**src/rtl/lr_pkt_writer_if.sv**
```systemverilog
// ---------------------------------------------------------------------------
// lr_pkt_writer_if
//   Groups the RX byte-stream handshake and the local-RAM write port of
//   lr_pkt_writer.
//
//   Stream : in_data[7:0], in_valid, in_sop, in_eop -> writer ; in_ready <-
//   RAM    : ram_addr[11:0], ram_data[31:0], ram_we[3:0], ram_en   <- writer
//
//   Modports
//     master : the RX source / RAM observer side
//     slave  : the writer itself
// ---------------------------------------------------------------------------
interface lr_pkt_writer_if;
    logic [7:0]  in_data;
    logic        in_valid;
    logic        in_sop;
    logic        in_eop;
    logic        in_ready;

    logic [11:0] ram_addr;
    logic [31:0] ram_data;
    logic [3:0]  ram_we;
    logic        ram_en;

    modport master (
        output in_data, in_valid, in_sop, in_eop,
        input  in_ready,
        input  ram_addr, ram_data, ram_we, ram_en
    );

    modport slave (
        input  in_data, in_valid, in_sop, in_eop,
        output in_ready,
        output ram_addr, ram_data, ram_we, ram_en
    );
endinterface

```
**src/rtl/lr_pkt_writer.sv**
```systemverilog
// ---------------------------------------------------------------------------
// lr_pkt_writer
//   Writes an Ethernet RX byte stream into a 32-bit local RAM using per-lane
//   byte enables (little-endian lane order), then writes a length/status
//   header word at BASE_WORD. The buffer is held until the owning core pulses
//   i_release.
//
//   Parameters
//     BASE_WORD : word address of the header; payload starts at BASE_WORD+1
//     MAX_BYTES : payload byte limit (BASE_WORD+1+ceil(MAX_BYTES/4) <= 4096)
//
//   Ports
//     clk        rising-edge clock
//     reset      asynchronous, active-low reset
//     bus        stream in / RAM write out (lr_pkt_writer_if.slave)
//     pkt_ready  packet plus header stored, buffer owned by the core
//     pkt_len    stored byte count of the last packet
//     pkt_trunc  last packet exceeded MAX_BYTES
//     i_release  one-cycle buffer release pulse from the core
//     drop_cnt   saturating count of discarded / aborted packets
// ---------------------------------------------------------------------------
module lr_pkt_writer #(
    parameter logic [11:0] BASE_WORD = 12'h000,
    parameter int unsigned MAX_BYTES = 1518
) (
    input  logic                 clk,
    input  logic                 reset,
    lr_pkt_writer_if.slave       bus,
    output logic                 pkt_ready,
    output logic [15:0]          pkt_len,
    output logic                 pkt_trunc,
    input  logic                 i_release,
    output logic [7:0]           drop_cnt
);

    typedef enum logic [1:0] {
        S_IDLE,
        S_RECV,
        S_HDR,
        S_WAIT_REL
    } state_t;

    localparam logic [15:0] MAX_CNT  = 16'(MAX_BYTES);
    localparam logic [11:0] PAY_BASE = BASE_WORD + 12'd1;

    state_t      r_state;
    logic [15:0] r_cnt;
    logic        r_trunc;
    logic        r_in_ready;
    logic [11:0] r_ram_addr;
    logic [31:0] r_ram_data;
    logic [3:0]  r_ram_we;
    logic        r_ram_en;
    logic        r_pkt_ready;
    logic [15:0] r_pkt_len;
    logic        r_pkt_trunc;
    logic [7:0]  r_drop_cnt;

    logic        w_accept;
    logic        w_restart;
    logic        w_cont;
    logic        w_take;
    logic        w_drop;
    logic [15:0] w_idx;
    logic        w_fits;
    logic        w_write;
    logic [15:0] w_cnt_nxt;
    logic        w_trunc_nxt;
    logic [11:0] w_wr_addr;
    logic [3:0]  w_wr_we;

    // in_ready is only ever high in IDLE/RECV, so an accepted beat implies
    // one of those two states.
    assign w_accept  = bus.in_valid & r_in_ready;
    // sop always starts byte 0, whether from IDLE or aborting a packet in RECV
    assign w_restart = w_accept & bus.in_sop;
    assign w_cont    = w_accept & ~bus.in_sop & (r_state == S_RECV);
    assign w_take    = w_restart | w_cont;
    assign w_drop    = (w_accept & ~bus.in_sop & (r_state == S_IDLE))
                     | (w_restart & (r_state == S_RECV));

    assign w_idx       = w_restart ? '0 : r_cnt;
    assign w_fits      = (w_idx < MAX_CNT);
    assign w_write     = w_take & w_fits;
    // Counter stops at MAX_BYTES; later bytes only set the trunc flag.
    assign w_cnt_nxt   = w_write ? (w_idx + 16'd1) : w_idx;
    assign w_trunc_nxt = (w_take & ~w_fits) | (~w_restart & r_trunc);
    assign w_wr_addr   = PAY_BASE + 12'(w_idx >> 2);
    assign w_wr_we     = 4'b0001 << w_idx[1:0];

    always_ff @(posedge clk or negedge reset) begin
        if (!reset) begin
            r_state     <= S_IDLE;
            r_cnt       <= '0;
            r_trunc     <= 1'b0;
            r_in_ready  <= 1'b0;
            r_ram_addr  <= '0;
            r_ram_data  <= '0;
            r_ram_we    <= '0;
            r_ram_en    <= 1'b0;
            r_pkt_ready <= 1'b0;
            r_pkt_len   <= '0;
            r_pkt_trunc <= 1'b0;
            r_drop_cnt  <= '0;
        end else begin
            // RAM strobes are single-cycle pulses
            r_ram_addr <= '0;
            r_ram_data <= '0;
            r_ram_we   <= '0;
            r_ram_en   <= 1'b0;

            case (r_state)
                S_IDLE, S_RECV: begin
                    if (w_drop && (r_drop_cnt != 8'hFF)) begin
                        r_drop_cnt <= r_drop_cnt + 8'd1;
                    end
                    if (w_take) begin
                        r_cnt   <= w_cnt_nxt;
                        r_trunc <= w_trunc_nxt;
                        if (bus.in_eop) begin
                            r_state     <= S_HDR;
                            r_in_ready  <= 1'b0;
                            r_pkt_len   <= w_cnt_nxt;
                            r_pkt_trunc <= w_trunc_nxt;
                        end else begin
                            r_state    <= S_RECV;
                            r_in_ready <= 1'b1;
                        end
                    end else begin
                        r_in_ready <= 1'b1;
                    end
                    if (w_write) begin
                        r_ram_addr <= w_wr_addr;
                        r_ram_data <= {4{bus.in_data}};
                        r_ram_we   <= w_wr_we;
                        r_ram_en   <= 1'b1;
                    end
                end

                S_HDR: begin
                    r_ram_addr  <= BASE_WORD;
                    r_ram_data  <= {r_trunc, 15'b0, r_cnt};
                    r_ram_we    <= 4'hF;
                    r_ram_en    <= 1'b1;
                    r_pkt_ready <= 1'b1;
                    r_in_ready  <= 1'b0;
                    r_state     <= S_WAIT_REL;
                end

                S_WAIT_REL: begin
                    if (i_release) begin
                        r_state     <= S_IDLE;
                        r_pkt_ready <= 1'b0;
                        r_cnt       <= '0;
                        r_trunc     <= 1'b0;
                        r_in_ready  <= 1'b1;
                    end
                end

                default: begin
                    r_state    <= S_IDLE;
                    r_in_ready <= 1'b0;
                end
            endcase
        end
    end

    assign bus.in_ready = r_in_ready;
    assign bus.ram_addr = r_ram_addr;
    assign bus.ram_data = r_ram_data;
    assign bus.ram_we   = r_ram_we;
    assign bus.ram_en   = r_ram_en;
    assign pkt_ready    = r_pkt_ready;
    assign pkt_len      = r_pkt_len;
    assign pkt_trunc    = r_pkt_trunc;
    assign drop_cnt     = r_drop_cnt;

endmodule

```
**src/flat_wrapper.sv**
```systemverilog
// flat-port wrapper written by rule: the top's interface ports become plain ports
module lr_pkt_writer_flat 
#(
    parameter logic [11:0] BASE_WORD = 12'h000,
    parameter int unsigned MAX_BYTES = 1518
)
  (clk, reset, pkt_ready, pkt_len, pkt_trunc, i_release, drop_cnt, bus_in_data, bus_in_valid, bus_in_sop, bus_in_eop, bus_in_ready, bus_ram_addr, bus_ram_data, bus_ram_we, bus_ram_en);
  lr_pkt_writer_if bus_i ();
  input  logic clk;
  input  logic reset;
  output logic pkt_ready;
  output logic [15:0] pkt_len;
  output logic pkt_trunc;
  input  logic i_release;
  output logic [7:0] drop_cnt;
  input wire logic [$bits(bus_i.in_data)-1:0] bus_in_data;
  input wire logic [$bits(bus_i.in_valid)-1:0] bus_in_valid;
  input wire logic [$bits(bus_i.in_sop)-1:0] bus_in_sop;
  input wire logic [$bits(bus_i.in_eop)-1:0] bus_in_eop;
  output wire logic [$bits(bus_i.in_ready)-1:0] bus_in_ready;
  output wire logic [$bits(bus_i.ram_addr)-1:0] bus_ram_addr;
  output wire logic [$bits(bus_i.ram_data)-1:0] bus_ram_data;
  output wire logic [$bits(bus_i.ram_we)-1:0] bus_ram_we;
  output wire logic [$bits(bus_i.ram_en)-1:0] bus_ram_en;
  assign bus_i.in_data = bus_in_data;
  assign bus_i.in_valid = bus_in_valid;
  assign bus_i.in_sop = bus_in_sop;
  assign bus_i.in_eop = bus_in_eop;
  assign bus_in_ready = bus_i.in_ready;
  assign bus_ram_addr = bus_i.ram_addr;
  assign bus_ram_data = bus_i.ram_data;
  assign bus_ram_we = bus_i.ram_we;
  assign bus_ram_en = bus_i.ram_en;
  lr_pkt_writer #(.BASE_WORD(BASE_WORD), .MAX_BYTES(MAX_BYTES)) u_core (.clk(clk), .reset(reset), .bus(bus_i), .pkt_ready(pkt_ready), .pkt_len(pkt_len), .pkt_trunc(pkt_trunc), .i_release(i_release), .drop_cnt(drop_cnt));
endmodule
```
**config.mk**
```make
export PLATFORM = sky130hd
export DESIGN_NAME = lr_pkt_writer_flat
export DESIGN_NICKNAME = d
export VERILOG_FILES = /design/src/rtl/lr_pkt_writer_if.sv /design/src/rtl/lr_pkt_writer.sv /design/src/flat_wrapper.sv
export SDC_FILE = /design/constraint.sdc
export NUM_CORES = 1
export LEC_CHECK = 0
export BUFFER_PORTS_ARGS = -buffer_cell sky130_fd_sc_hd__clkbuf_2
export CAP_MARGIN = 25
export CELL_PAD_IN_SITES_DETAIL_PLACEMENT = 1
export CELL_PAD_IN_SITES_GLOBAL_PLACEMENT = 1
export CORE_MARGIN = 1
export CORE_UTILIZATION = 30
export DETAILED_ROUTE_END_ITERATION = 6
export PLACE_DENSITY = 0.67
export SLEW_MARGIN = 30
export SYNTH_ARGS = -nofsm -noshare
export SYNTH_HDL_FRONTEND = slang
export SYNTH_SLANG_ARGS = --single-unit
```
**constraint.sdc**
```tcl
create_clock -name clk -period 2.8 [get_ports clk]
set_input_delay 0.28 -clock clk [delete_from_list [all_inputs] [get_ports clk]]
set_output_delay 0.28 -clock clk [all_outputs]
set_load 0.01 [all_outputs]
```
==> results of run 1 <==
## layout by cell type (no fill, tap or decap), drive strengths merged, types with 4 or more instances in the layout
cell type and n:
nor2 19, xnor2 9, nor4 7, nand2 43
nor3 8, a22o 20, ha 6, nand2b 4
a21o 6, o21a 5, xor2 9, and3 4
nor2b 8, dfrtp 88, clkbuf 99, nand3 18
a21oi 7, o21ai 20, inv 10, nand4 7
buf 19, and2 12
## where the power goes
part / internal [mW] / switching [mW] / total [mW]
Combinational: 0.439 / 0.673 / 1.11
Clock: 0.632 / 0.502 / 1.13
Sequential: 1.50 / 0.184 / 1.68
## cells by family after synthesis
kind of cell / Yosys count / share of synthesized area [%]
adders and majority gates: 6 / 1.92
DFF: 88 / 56.3
xor gates and xnor gates: 18 / 4.03
buffers and inverters: 39 / 4.67
and+or+nand+nor: 141 / 18.6
muxes: 6 / 1.63
AOI/OAI and AO/OA: 71 / 12.7
other: 1 / 0.0959
## critical path: cells and delay by family, from the launching register on
family / cells / cell delay [ns]
flops: 1 / 0.47
simple gates: 3 / 0.82
buf+inv: 2 / 0.31
compound gates: 3 / 0.57
fa+ha+maj: 1 / 0.22
## layer usage
layer  track usage, %  part of all wire, %  up-vias  routed length, µm
li1                 -                    -     1456                  -
met1             22.2                   46     1546               4970
met2             29.2                   48       86               5200
met3             4.05                  4.6       16                502
met4             7.44                  2.3        0                249
met5                0                    0        -                  0
## stage by stage
| step | std cells | power (mW) | hold WS [ns] |
|---|---|---|---|
| 2_1_floorplan | 372 | 2.36 | -0.0156 |
| 3_3_place_gp | 620 | 2.80 | 0.456 |
| 3_5_place_dp | 620 | 2.84 | 0.411 |
| 4_1_cts | 636 | 4.00 | 0.0372 |
| 5_1_grt | 636 | 4.18 | 0.0554 |
| 6_report | 636 | 3.93 | -0.0131 |
## sequential cells by signal, indices dropped and copies added (netlist names)
signal	count
u_core.bus.ram_data	25
u_core.pkt_ready	1
u_core.pkt_len	16
u_core.r_trunc	1
u_core.bus.ram_we	4
u_core.r_state	2
u_core.bus.ram_en	1
u_core.bus.ram_addr	12
u_core.drop_cnt	8
u_core.r_cnt	16
u_core.pkt_trunc	1
u_core.bus.in_ready	1
## how the worst max path moves through the flow
stage          slack, ns  cells after the start                      end
3_3_place_gp        0.26                     10  u_core.bus.ram_data[13]
5_1_grt             0.07                      9   u_core.bus.ram_data[1]
4_1_cts             0.27                      9   u_core.bus.ram_data[1]
6_report            0.29                      9   u_core.bus.ram_data[1]
2_1_floorplan       0.13                     13  u_core.bus.ram_data[10]
3_5_place_dp        0.19                     10   u_core.bus.ram_data[1]
## layout make-up
cell class                      count  area, µm²
Inverter                            8       30.0
Fill cell                        1458       7820
Multi-Input combinational cell    245       1530
Sequential cell                    88       2200
Tap cell                          172        215
Timing Repair Buffer              107        587
Clock buffer                       11        243
Clock inverter                      5       38.8
==> qor.yml, run 1 <==
status: "finished with violations"
violations: "hold timing"
avgSynthCellArea_um2: 10.6
hold_buffers: 0
netlist_area_um2: 3910
grt_usage_pct: 17.6
ff2ff_setup_slack_ns: 0.29
vias: 3104
row_count: 41
hold_ws_ns: -0.0131
drt_pass1_iterations: 4
grt_pass1_wl_um: 17500
finalClockSkew_ns: 0.00839
drt_iter0_drc: 149
clk_pin_slew_worst_paths_ns: 0.07
nets: 479
finalWorstSetupSlack_ns: 0.285
synth_seq_area_share_pct: 56.3
synth_cells: 370
cts.path.max_buffers: 2
synth_most_common_cell: "dfrtp_1"
postCtsSetupBuffers: 0
cpMaxStageDelayCell: "dfrtp_1"
overflow: 0
antenna_found_initial: 0
yosys_warnings: 0
crit_path_start_kind: "flip-flop"
yosys-top-cells-area: "dfrtp_1 56%, a22o_1 4.5%, nand2_1 4.1%, nand3_1 2.3%, o21ai_0 2.2%"
fp.coreArea_um2: 12700
yosysTopAreaCellShare_pct: 56.3
io_pins: 90
grt_max_degree: 89
yosysUniqueCellTypes: 49
drc: 0
pre_cts_ws_ns: 0.192
final_layout_size_suffix_gt1_share_pct: 28.0
fin_crit_ns: 2.51
dieHeight_um: 116
routed_wl_um: 10900
max_slew.worst_pin.slew_ns: 0.797
async_flop_share_pct: 100
arrival_ns: 2.75
grt_pass1_vias: 3155
cts_sinks: 88
finalCritPeriodShare_pct: 89.8
max_freq_mhz: 398
hpwl_um: 8110
hold_path_class: "in -> async"
worstReg2RegStart: "u_core.r_cnt[3]"
ys.flop_type: "dfrtp_1"
p_per_area_nw_per_um2: 810
cp-end-kind: "flip-flop"
hold_violations: 9
cts-root-buf: "clkbuf_16"
clkLatencyLatePin_ns: 0.35
start_util_pct: 30.9
cts_buffers: 9
crit_start: "u_core.r_cnt[3]"
rsz0062_at_grt: "false"
synth_common_cells: "88 x dfrtp_1, 43 x nand2_1, 20 x a22o_1, 18 x nand3_1, 18 x nor2_1"
cp_max_fo: 30
finalMaxSlewViolations: 0
viasPerCell: 4.88
cts_tree: "built"
max_stage_delay_ns: 0.47
path_cells: "inv_1, nor2_1, ha_1, a21oi_1, nor4_4, nor2_2, o21a_1, buf_4, a22o_1"
h-tree-depth: 3
routedWlPerCell_um: 17.2
synth_largest_area_cell: "dfrtp_1"
io_buffers: 89
r2r_cells: 9
fin_util_pct: 38.3
dieArea_um2: 13500
placed_area_um2: 4570
crit_required_ns: 3.03
slew_headroom_pct: 46.9
syn2layout_area_growth_pct: 24.0
final_cell_area_um2: 4850
die_width_um: 116
reg2reg_to: "u_core.bus.ram_data[1]"
synth_seq_cells: 88
ant_nets: 0
maxCapViolCount: 0
critPathKind: "reg -> reg"
ctsResizeCount: 0
num_antenna_cells: 0
gp_congestion: 0.831
setup_viol_count_final: 0
synth-edff-count: 0
p_leak_nw: 2.41
ir_drop_mv: 0.275
tns_ns: 0
(Power assumes the default switching activity.)
==> run 2: changes to the inputs <==
==> constraint.sdc (replaced) <==
create_clock -name clk -period 2.98 [get_ports clk]
set_input_delay 0.298 -clock clk [delete_from_list [all_inputs] [get_ports clk]]
set_output_delay 0.298 -clock clk [all_outputs]
set_load 0.01 [all_outputs]
==> run 2 against run 1 <==
Compared with the run above:
- the flow now finishes without violations
- clock skew increased by 0.00077 ns
- wire length rose by 0.15%
- die area stayed put
==> qor.yml, run 2 (synthesis results as in run 1) <==
r2r_cells: 9
largest_register_ffs: 25
grt_pass1_vias: 3182
arrival_ns: 2.88
slew_headroom_pct: 51.0
cts_buffers: 9
placed_cells: 618
hold_ws_ns: 0.0262
drt_iter0_drc: 147
dieHeight_um: 116
finalMaxSlewViolations: 0
nFillCells: 1461
p_leak_nw: 2.41
row_count: 41
grt_max_degree: 59
cts_sinks: 88
cts-root-buf: "clkbuf_16"
placed_area_um2: 4550
layout.area.seq_um2: 2200
hold_violations: 0
layout_common_cells: "88 x clkbuf_2, 88 x dfrtp_1, 43 x nand2_1"
drt_pass1_iterations: 4
viasPerCell: 4.87
routed_wl_um: 10900
vias: 3088
finalClockSkew_ns: 0.00916
routedWlPerCell_um: 17.2
fin_crit_ns: 2.62
setup_viol_count_final: 0
clk_pin_slew_worst_paths_ns: 0.06
io_buffers: 89
grt_usage_pct: 17.7
final_layout_size_suffix_gt1_share_pct: 27.7
multi_input_area_um2: 1530
ff2ff_setup_slack_ns: 0.36
crit_required_ns: 3.24
worstReg2RegStart: "u_core.bus.in_ready"
pre_cts_ws_ns: 0.331
cp-end-kind: "flip-flop"
rsz0062_at_grt: "false"
max_freq_mhz: 382
critPathKind: "reg -> reg"
cp_max_fo: 8
power.internal_mw: 2.50
hold_buffers: 0
tns_ns: 0
nets: 477
power_mw: 3.77
drc: 0
p_per_area_nw_per_um2: 777
max_slew.worst_pin.slew_ns: 0.735
fin_cells: 634
maxCapViolCount: 0
io_pins: 90
cpMaxStageDelayCell: "or4_1"
syn2layout_area_growth_pct: 24.2
seqPwrFrac_pct: 42.0
critical_path.most_common_cell: "nand3_1"
power.share.switching_pct: 33.8
grt_pass1_wl_um: 17500
dieArea_um2: 13500
fin_util_pct: 38.3
ctsResizeCount: 0
die_width_um: 116
combPwrFrac_pct: 27.3
antenna_found_initial: 0
h-tree-depth: 3
reg2reg_to: "u_core.pkt_len[10]"
cts_tree: "built"
crit_path_start_kind: "flip-flop"
clkLatencyLatePin_ns: 0.34
status: "complete, no violations"
start_util_pct: 30.9
power_switching_mw: 1.28
finalWorstSetupSlack_ns: 0.363
gp_congestion: 0.923
cts.path.max_buffers: 2
finalCritPeriodShare_pct: 87.8
ir_drop_mv: 0.299
p_clk_share_pct: 30.7
max_stage_delay_ns: 0.63
final_cell_area_um2: 4850
postCtsSetupBuffers: 0
path_cells: "nand3_1, nand2_1, inv_1, ha_1, buf_4, nand3_1, or4_1, nand2b_1, a31oi_1"
hpwl_um: 8080
fp.coreArea_um2: 12700
hold_path_class: "in -> async"
ant_nets: 0
num_antenna_cells: 0
overflow: 0
==> run 2: changes by cell type in the layout (fill, tap and decap cells not counted), sizes merged <==
cell / delta
inv: -1
bufinv: +1
buf: -2
==> run 2: worst max path at each step <==
stage / from / end / slack, ns / cells after the start
global route: u_core.bus.in_ready / u_core.pkt_len[10] / 0.12 / 9
finish: u_core.bus.in_ready / u_core.pkt_len[10] / 0.36 / 9
floorplan: bus_in_sop / u_core.bus.ram_data[10] / 0.29 / 13
detailed placement: bus_in_sop / u_core.pkt_len[3] / 0.33 / 11
CTS: u_core.bus.in_ready / u_core.pkt_len[10] / 0.36 / 9
global placement: bus_in_sop / u_core.pkt_len[2] / 0.39 / 9
==> run 2: power groups by stage <==
stage / combinational, mW / clock, mW / sequential [mW]
after floorplan: 0.576 / 0 / 1.64
after global placement: 1.02 / 0 / 1.61
after detailed placement: 1.04 / 0 / 1.61
after CTS: 1.05 / 1.19 / 1.59
after global routing: 1.15 / 1.25 / 1.62
final: 1.03 / 1.16 / 1.59
==> run 2: critical path, delay by kind of cell (launching register included) <==
| kind | cells | cell delay (ns) |
|---|---|---|
| AOI/OAI and AO/OA | 1 | 0.19 |
| adders and majority gates | 1 | 0.20 |
| buffers and inverters | 2 | 0.30 |
| DFF | 1 | 0.44 |
| and+or+nand+nor | 5 | 1.40 |
==> run 2: per-layer routing <==
layer	routed length, µm	GRT usage (%)
met4	167	6.07
met2	5170	28.6
met3	527	4.41
met5	0	0
met1	5060	23.1
==> run 2: area by class of cell <==
cell class	count	area share (%)
inverters	8	0.619
clock buffers	11	5.00
clock inverters	5	1.31
flip-flops and latches	88	45.4
well taps	172	4.43
multi-input cells	245	31.6
repair buffers	105	11.7
==> run 3: changes to the inputs <==
--- a/config.mk
+++ b/config.mk
@@ -13,6 +13,7 @@
 export CORE_UTILIZATION = 30
 export DETAILED_ROUTE_END_ITERATION = 6
 export PLACE_DENSITY = 0.67
+export REMOVE_ABC_BUFFERS = 1
 export SLEW_MARGIN = 30
 export SYNTH_ARGS = -nofsm -noshare
 export SYNTH_HDL_FRONTEND = slang
==> run 3 against run 2 <==
Compared with the run above:
- final cell count is 0.16% higher
- global-route usage is 0.16 points lower
- count of clock-buffer cells in the layout is 1 lower
- combinational power hardly changed
- clock power hardly changed
- worst setup slack better by 0.052 ns
- sequential power hardly changed
- cell area is 0.28% higher
- first-iteration DRC count is 36% lower
- power is 0.69% lower
- non-clock buffer count is 1 higher
==> qor.yml, run 3 (synthesis results as in run 1) <==
die_width_um: 116
p_clk_share_pct: 30.2
num_antenna_cells: 0
cts.path.max_buffers: 2
grt_pass1_vias: 3137
grt_usage_pct: 17.5
final_layout_size_suffix_gt1_share_pct: 27.6
hold_violations: 0
vias: 3050
io_buffers: 89
combPwrFrac_pct: 27.6
power.share.switching_pct: 33.9
routedWlPerCell_um: 16.8
power_mw: 3.75
fp.coreArea_um2: 12700
grt_max_degree: 89
layout_common_cells: "88 x clkbuf_2, 88 x dfrtp_1, 43 x nand2_1"
overflow: 0
power.internal_mw: 2.48
io_pins: 90
status: "complete, no violations"
hold_ws_ns: 0.192
crit_required_ns: 3.22
cts-root-buf: "clkbuf_16"
grt_pass1_wl_um: 17100
routed_wl_um: 10700
rsz0062_at_grt: "false"
p_per_area_nw_per_um2: 770
slew_headroom_pct: 55.0
fin_crit_ns: 2.56
dieHeight_um: 116
postCtsSetupBuffers: 0
clkLatencyLatePin_ns: 0.35
finalCritPeriodShare_pct: 86.1
tns_ns: 0
cp_max_fo: 26
layout.area.seq_um2: 2200
antenna_found_initial: 0
finalWorstSetupSlack_ns: 0.415
nets: 478
cp-end-kind: "flip-flop"
setup_viol_count_final: 0
dieArea_um2: 13500
start_util_pct: 30.9
finalMaxSlewViolations: 0
maxCapViolCount: 0
viasPerCell: 4.80
pre_cts_ws_ns: 0.374
max_slew.worst_pin.slew_ns: 0.671
critPathKind: "reg -> reg"
arrival_ns: 2.80
max_freq_mhz: 390
cts_tree: "built"
crit_path_start_kind: "flip-flop"
clk_pin_slew_worst_paths_ns: 0.06
cts_sinks: 88
drc: 0
seqPwrFrac_pct: 42.1
ant_nets: 0
power_switching_mw: 1.27
ir_drop_mv: 0.339
cts_buffers: 9
row_count: 41
syn2layout_area_growth_pct: 24.5
drt_iter0_drc: 94
p_leak_nw: 2.42
gp_congestion: 0.883
nFillCells: 1475
h-tree-depth: 3
finalClockSkew_ns: 0.00580
hpwl_um: 7890
largest_register_ffs: 25
hold_path_class: "in -> reg"
drt_pass1_iterations: 4
multi_input_area_um2: 1530
run 3: path summary, 6_finish.rpt:
| kind | cells after the start | to | start | slack [ns] |
|---|---|---|---|---|
| max | 9 | u_core.bus.ram_en | u_core.bus.in_ready | 0.42 |
| min | 2 | u_core.bus.ram_data[30] | bus_in_data[6] | 0.19 |
| max reg2reg | 9 | u_core.bus.ram_en | u_core.bus.in_ready | 0.42 |
| min reg2reg | 2 | u_core.pkt_len[14] | u_core.pkt_len[14] | 0.48 |
| max in group asynchronous | 3 | u_core.r_cnt[7] | reset | 2.07 |
| min in group asynchronous | 3 | u_core.pkt_len[4] | reset | 0.49 |
run 3: cell type report:
type | instances | share of cell area (%)
Timing Repair Buffer | 106 | 12.1
Clock inverter | 6 | 1.41
Clock buffer | 10 | 4.70
Multi-Input combinational cell | 245 | 31.5
Inverter | 8 | 0.617
Sequential cell | 88 | 45.2
Tap cell | 172 | 4.42
run 3: critical path: stages, from the launching register on:
cell	delay (ns)
dfrtp_1	0.45
and3_1	0.19
nor2_1	0.17
ha_1	0.21
a21oi_1	0.11
nor4_4	0.43
nor2_2	0.15
o21a_1	0.25
buf_4	0.23
or2_1	0.25
run 3: layer usage:
| layer | up-vias | GRT usage (%) | share of wire (%) |
|---|---|---|---|
| li1 | 1444 | - | - |
| met1 | 1512 | 22.4 | 47 |
| met2 | 81 | 28.0 | 46 |
| met3 | 13 | 5.35 | 5.1 |
| met4 | 0 | 6.41 | 1.9 |
| met5 | - | 0 | 0 |
run 3: per-stage QoR:
step / instances / cell area [µm²] / util, %
3_3_place_gp: 618 / 4560 / 36.0
4_1_cts: 635 / 4870 / 38.4
6_report: 635 / 4870 / 38.4
3_5_place_dp: 618 / 4560 / 36.0
5_1_grt: 635 / 4870 / 38.4
2_1_floorplan: 341 / 3760 / -
run 3: what timing repair did:
action | in CTS | in global routing
hold endpoints to repair | 29 | 0
setup endpoints to repair | 0 | 0
hold buffers | 1 | 0
resized for setup | 0 | 0
run 3: power by group through the flow:
stage               sequential [mW]  combinational (mW)  clock, mW
floorplan                      1.67               0.477          0
global placement               1.60                1.03          0
detailed placement             1.60                1.05          0
CTS                            1.58                1.06       1.17
global route                   1.61                1.16       1.21
finish                         1.58                1.04       1.13
